<file path="config.mk">
export PLATFORM = sky130hd
export DESIGN_NAME = grad_accumulator
export DESIGN_NICKNAME = d
export VERILOG_FILES = /design/src/rtl/grad_accumulator.sv
export SDC_FILE = /design/constraint.sdc
export NUM_CORES = 2
export LEC_CHECK = 0
export BUFFER_PORTS_ARGS = -buffer_cell sky130_fd_sc_hd__buf_2
export CORE_UTILIZATION = 55
export DETAILED_ROUTE_END_ITERATION = 10
export PLACE_DENSITY = 0.71
export SYNTH_ARGS = -nofsm -noshare
export SYNTH_HDL_FRONTEND = slang
export SYNTH_SLANG_ARGS = --single-unit
</file>
<file path="constraint.sdc">
create_clock -name clk -period 8.1 [get_ports clk]
set_input_delay 0.405 -clock clk [delete_from_list [all_inputs] [get_ports clk]]
set_output_delay 0.405 -clock clk [all_outputs]
set_load 0.05 [all_outputs]
</file>
<file path="src/rtl/grad_accumulator.sv">
// Minibatch gradient averager: sums 2^BATCH_LOG2 element-serial gradient tensors
// per element, then streams the per-element mean (floor) to the update stage.
module grad_accumulator #(
   parameter int DATA_WIDTH = 32,
   parameter int N_ELEM     = 64,
   parameter int BATCH_LOG2 = 2
) (
   input  logic                         clk,
   input  logic                         rst,
   input  logic                         in_valid,
   output logic                         in_ready,
   input  logic signed [DATA_WIDTH-1:0] in_data,
   input  logic                         in_last,
   output logic                         out_valid,
   input  logic                         out_ready,
   output logic signed [DATA_WIDTH-1:0] out_data,
   output logic                         out_last,
   output logic                         busy,
   output logic                         len_err
);

   localparam int ACC_WIDTH = DATA_WIDTH + BATCH_LOG2;
   localparam int IDX_W     = $clog2(N_ELEM);
   localparam logic [IDX_W-1:0]      LAST_IDX    = IDX_W'(N_ELEM - 1);
   localparam logic [BATCH_LOG2-1:0] LAST_SAMPLE = '1;

   typedef enum logic {ST_ACCUM, ST_DRAIN} state_t;

   state_t                        state_q, state_d;
   logic [IDX_W-1:0]              wr_idx_q, wr_idx_d;
   logic [IDX_W-1:0]              rd_idx_q, rd_idx_d;
   logic [BATCH_LOG2-1:0]         sample_q, sample_d;
   logic                          len_err_q, len_err_d;
   logic signed [ACC_WIDTH-1:0]   acc_q [N_ELEM];
   logic                          acc_we;
   logic signed [ACC_WIDTH-1:0]   acc_wdata;
   logic                          in_fire, out_fire, wr_last, rd_last;

   function automatic logic signed [ACC_WIDTH-1:0] sign_extend(input logic signed [DATA_WIDTH-1:0] x);
      return {{BATCH_LOG2{x[DATA_WIDTH-1]}}, x};
   endfunction

   // Mean of 2^BATCH_LOG2 DATA_WIDTH-bit values always fits back into DATA_WIDTH.
   function automatic logic signed [DATA_WIDTH-1:0] batch_mean(input logic signed [ACC_WIDTH-1:0] s);
      return DATA_WIDTH'(s >>> BATCH_LOG2);
   endfunction

   always_comb begin
      in_ready  = (state_q == ST_ACCUM);
      out_valid = (state_q == ST_DRAIN);
      busy      = out_valid;
      in_fire   = in_valid && in_ready;
      out_fire  = out_valid && out_ready;
      wr_last   = (wr_idx_q == LAST_IDX);
      rd_last   = (rd_idx_q == LAST_IDX);
      out_last  = out_valid && rd_last;
      out_data  = out_valid ? batch_mean(acc_q[rd_idx_q]) : '0;
      len_err   = len_err_q;
   end

   always_comb begin
      state_d   = state_q;
      wr_idx_d  = wr_idx_q;
      rd_idx_d  = rd_idx_q;
      sample_d  = sample_q;
      len_err_d = len_err_q;
      acc_we    = in_fire;
      // First sample of a batch overwrites, so stale sums never leak forward.
      acc_wdata = (sample_q == '0) ? sign_extend(in_data)
                                   : acc_q[wr_idx_q] + sign_extend(in_data);
      if (in_fire) begin
         if (in_last != wr_last) begin
            len_err_d = 1'b1;
         end
         if (wr_last) begin
            wr_idx_d = '0;
            sample_d = sample_q + 1'b1;
            if (sample_q == LAST_SAMPLE) begin
               state_d = ST_DRAIN;
            end
         end else begin
            wr_idx_d = wr_idx_q + 1'b1;
         end
      end
      if (out_fire) begin
         if (rd_last) begin
            rd_idx_d = '0;
            state_d  = ST_ACCUM;
         end else begin
            rd_idx_d = rd_idx_q + 1'b1;
         end
      end
   end

   always_ff @(posedge clk or posedge rst) begin
      if (rst) begin
         state_q   <= ST_ACCUM;
         wr_idx_q  <= '0;
         rd_idx_q  <= '0;
         sample_q  <= '0;
         len_err_q <= 1'b0;
      end else begin
         state_q   <= state_d;
         wr_idx_q  <= wr_idx_d;
         rd_idx_q  <= rd_idx_d;
         sample_q  <= sample_d;
         len_err_q <= len_err_d;
      end
   end

   always_ff @(posedge clk) begin
      if (acc_we) begin
         acc_q[wr_idx_q] <= acc_wdata;
      end
   end

endmodule
</file>
==> out/results.txt <==
The die is 422 microns wide. The maximum buffer depth of the clock tree is 3, and the top fanout value on the critical path is 72. Synthesis produced 5,325 cells.

TritonCTS built the clock tree. The number of warnings reported in the yosys synthesis log was 0. The final cycle utilization of the critical path is 84.0%.

Post-synthesis area per instance: 18.2 sq um. The worst path needs 6800 ps of the cycle, external delays included. Global routing used 39.4% of the available tracks. The first global-routing pass estimated 486,000 microns of wire. After synthesis, the largest area contributor takes up 67.4% of total cell area. The floorplan has 153 rows. The tools report the clock latency on the worst-skew pair as 890 ps. The number of hold violations in the final report is 0. The worst setup path is launched from a register. The fraction of registers with async set or reset after synthesis was 0.730%. Ranked by total cell area, the synthesized netlist is headed by sky130_fd_sc_hd__edfxtp_1 67%, sky130_fd_sc_hd__mux4_2 15%, sky130_fd_sc_hd__a22oi_1 5.0%.

For the final design instance area without fill, the log shows 109,000 sq um. In this run the remaining antenna-violating nets after routing total 0. The run finished, with violations left.

Clock tree synthesis inserted a total of 215 buffers. At the worst endpoint, the required time is 8610 ps. The post-route worst setup slack is 1300 ps. The critical path arrival was 7310 ps. For this block, the routed nets add up to 354,000 microns of wire.

The post-detailed-route via-to-cell ratio is 8.17, and the CTS clock-pin slew for the worst setup and hold paths is 70 ps. When the netlist entered floorplanning its net count stood at 5,400. Detailed placement ended at an HPWL of 198,000 microns. The global placement routability congestion is 0.958, and the full die area is 178,000 sq um. The logs give 59 for the count of distinct cell types in the synthesized netlist and 1650 ps for the worst setup slack before clock tree synthesis.

Setup violations remaining at the end of the flow were counted as 0. On the critical path, the stage with the largest delay is an instance of sky130_fd_sc_hd__and3b_4. The path class of the tightest hold or removal check is in2reg. STA classifies the critical path endpoint as a register. The number of slew-limit violations in the final report was 20; the combined area of all synthesized cells was 96,900 sq um. The final layout net count is 5,458, and the number of synthesized flops with an enable pin is 2,176.

The count of input and output buffers works out to 73. The run gives 62.0k as the number of global-route vias before repair. Counting flops and latches in the post-synthesis netlist gives 2,192. CTS saw 2,192 sinks.

The detailed router finished its first iteration with 12.9k violations. In this run the cell area measured after placement is 101,000 sq um. The ratio of total power to cell area came out at 488 nW/um^2. For the pin with the worst max-slew slack, the measured transition is 1570 ps.

The core region is 174,000 sq um. Cells with a size suffix above 1 make up 25.2% of the layout. The leakage power was 31.9 nW; the die height was 422 microns.

The family of cells with the greatest summed delay on the critical path is compound AO/OA/AOI/OAI gates. The pre-antenna-repair detailed-routing pass consisted of 6 iterations. The worst supply voltage drop on vdd is 0.000877 V. Of all cell types, the one taking the most synthesized area is sky130_fd_sc_hd__edfxtp_1. The initial cell density of the core came out at 55.6%.

For the top-level I/O count, the log shows 74. By startpoint and endpoint, the worst setup path is classified as reg2reg. For this run, the slowest stage of the critical path takes 1020 ps. After detailed routing, the number of remaining DRC violations is 0. The routed layout has 64.6k vias. The logs give 31 for the initial antenna violation count and 2 for the max-cap violation count.

Most frequently used flop master after synthesis: sky130_fd_sc_hd__edfxtp_1. For the final database, setup skew stands at 38.6 ps. After global routing the overflow that remains totals 0. The library cell appearing most often on the critical path was sky130_fd_sc_hd__a21oi_1. The final reports fail on max-capacitance violations, max-slew violations. Setup repair after global routing left no endpoint under its margin. The signal on the critical path passes through and3b_4 > buf_12 > a22oi_1 > a31oi_1 > a21oi_1 > nand3_1 > ha_1 > a21oi_1 > o21ai_0 > a41oi_1 > o221ai_1 > a211oi_1 > o31a_1 > xnor2_1 > mux2_2.

Sorting the synthesized cells by how often they occur yields 2,176 x sky130_fd_sc_hd__edfxtp_1, 656 x sky130_fd_sc_hd__mux4_2, 641 x sky130_fd_sc_hd__a22oi_1. From synthesis to final layout, the design area changed by 12.0%. For this run, the top clock speed supported by timing is 147 MHz. The tools report the final total negative setup slack as 0 ps. The number of setup buffers added after CTS is 0. The wire length per cell after detailed routing came out at 44.7 microns.

The most common cell in the netlist is sky130_fd_sc_hd__edfxtp_1. Clock tree synthesis selected as its root buffer the cell sky130_fd_sc_hd__clkbuf_16. The run gives 133 as the largest net degree at the start of global routing.

The H-tree was split into 4 levels. The worst slew margin relative to its limit is -4.91%. Of the synthesized area, sequential elements account for 67.9%.

The number of buffers and inverters on the critical path is 1.
## placed cells by master, fill, tap and decap left out, types with 28 or more instances in the layout
cell type	count
sky130_fd_sc_hd__edfxtp_1	2176
sky130_fd_sc_hd__a22o_1	224
sky130_fd_sc_hd__nand3_1	31
sky130_fd_sc_hd__a22oi_1	641
sky130_fd_sc_hd__clkinv_2	45
sky130_fd_sc_hd__nor2_4	65
sky130_fd_sc_hd__nand2_1	84
sky130_fd_sc_hd__buf_12	31
sky130_fd_sc_hd__nand4_1	58
sky130_fd_sc_hd__a31oi_1	228
sky130_fd_sc_hd__clkinv_1	51
sky130_fd_sc_hd__buf_2	73
sky130_fd_sc_hd__a21oi_1	79
sky130_fd_sc_hd__clkbuf_16	217
sky130_fd_sc_hd__a211oi_1	33
sky130_fd_sc_hd__mux4_2	656
sky130_fd_sc_hd__buf_4	192
sky130_fd_sc_hd__bufinv_16	29
sky130_fd_sc_hd__clkbuf_1	28
sky130_fd_sc_hd__ha_1	36
sky130_fd_sc_hd__nor4_1	43
sky130_fd_sc_hd__a221oi_1	226
## final cells by class
| cell class | instances | area [sq um] |
|---|---|---|
| inverters | 8 | 30.0 |
| fillers | 11800 | 65800 |
| clock buffers | 248 | 5580 |
| well taps | 2325 | 2910 |
| diodes | 14 | 35.0 |
| clock inverters | 154 | 1640 |
| repair buffers | 301 | 2480 |
| multi-input cells | 2665 | 30100 |
| flip-flops and latches | 2192 | 65800 |
## through the flow
stage	std cells	util (%)	hold WS, ps	power [mW]
floorplan	5325	-	319	34.2
global placement	7486	58.1	440	41.6
detailed placement	7486	58.1	476	42.2
CTS	7893	62.2	165	52.2
global route	7895	62.2	244	54.3
finish	7907	62.3	235	53.0
## cell families (layout without fill, tap and decap cells)
kind of cell | after synthesis | count (layout) | share of synthesized area [%]
compound gates | 1541 | 1541 | 11.9
xor+xnor | 36 | 36 | 0.325
fa+ha+maj | 38 | 38 | 0.498
buf+inv | 468 | 711 | 2.01
flops | 2192 | 2192 | 67.9
mux | 678 | 678 | 15.5
other cells | 0 | 14 | 0
simple gates | 372 | 372 | 1.94
## repair_timing
| item | CTS | global route |
|---|---|---|
| endpoints found under the hold margin | 23 | 0 |
| resized for setup | 0 | 0 |
| hold buffers | 5 | 0 |
## sequential cells by signal (all words and copies together) (netlist names)
| register | count |
|---|---|
| rd_idx_q | 6 |
| len_err | 1 |
| acc_q | 2176 |
| busy | 1 |
| wr_idx_q | 6 |
| sample_q | 2 |
## metal layers
layer | wire [microns] | GRT usage (%) | share of wire (%)
met1 | 114000 | 52.0 | 32
met2 | 150000 | 55.2 | 42
met3 | 64200 | 15.6 | 18
met4 | 25400 | 23.7 | 7.2
met5 | 398 | 1.29 | 0.11
## report_power, final
| part | internal (mW) | switching, mW | leakage, nW |
|---|---|---|---|
| Clock | 5.86 | 4.45 | 3.51 |
| Sequential | 23.5 | 0.350 | 19.8 |
| Combinational | 4.04 | 14.7 | 8.67 |
## worst min-delay path, cell delays in order
cell and delay, ps:
sky130_fd_sc_hd__buf_2 190, sky130_fd_sc_hd__nand2_1 140, sky130_fd_sc_hd__o21ai_4 160
## worst paths after layout
kind	startpoint	to	slack (ps)	depth (start not counted)
worst max-delay path	wr_idx_q[2]$_DFFE_PP0P_	acc_q[49][27]$_DFFE_PP_	1300	15
worst min-delay path	in_data[20]	acc_q[18][20]$_DFFE_PP_	230	3
worst max register to register	wr_idx_q[2]$_DFFE_PP0P_	acc_q[49][27]$_DFFE_PP_	1300	15
worst min register to register	sample_q[0]$_DFFE_PP0P_	sample_q[0]$_DFFE_PP0P_	660	2
max in group asynchronous	rst	rd_idx_q[2]$_DFFE_PP0P_	7030	3
min in group asynchronous	rst	sample_q[1]$_DFFE_PP0P_	410	3
No activity file was read; power rests on OpenSTA's default activity.
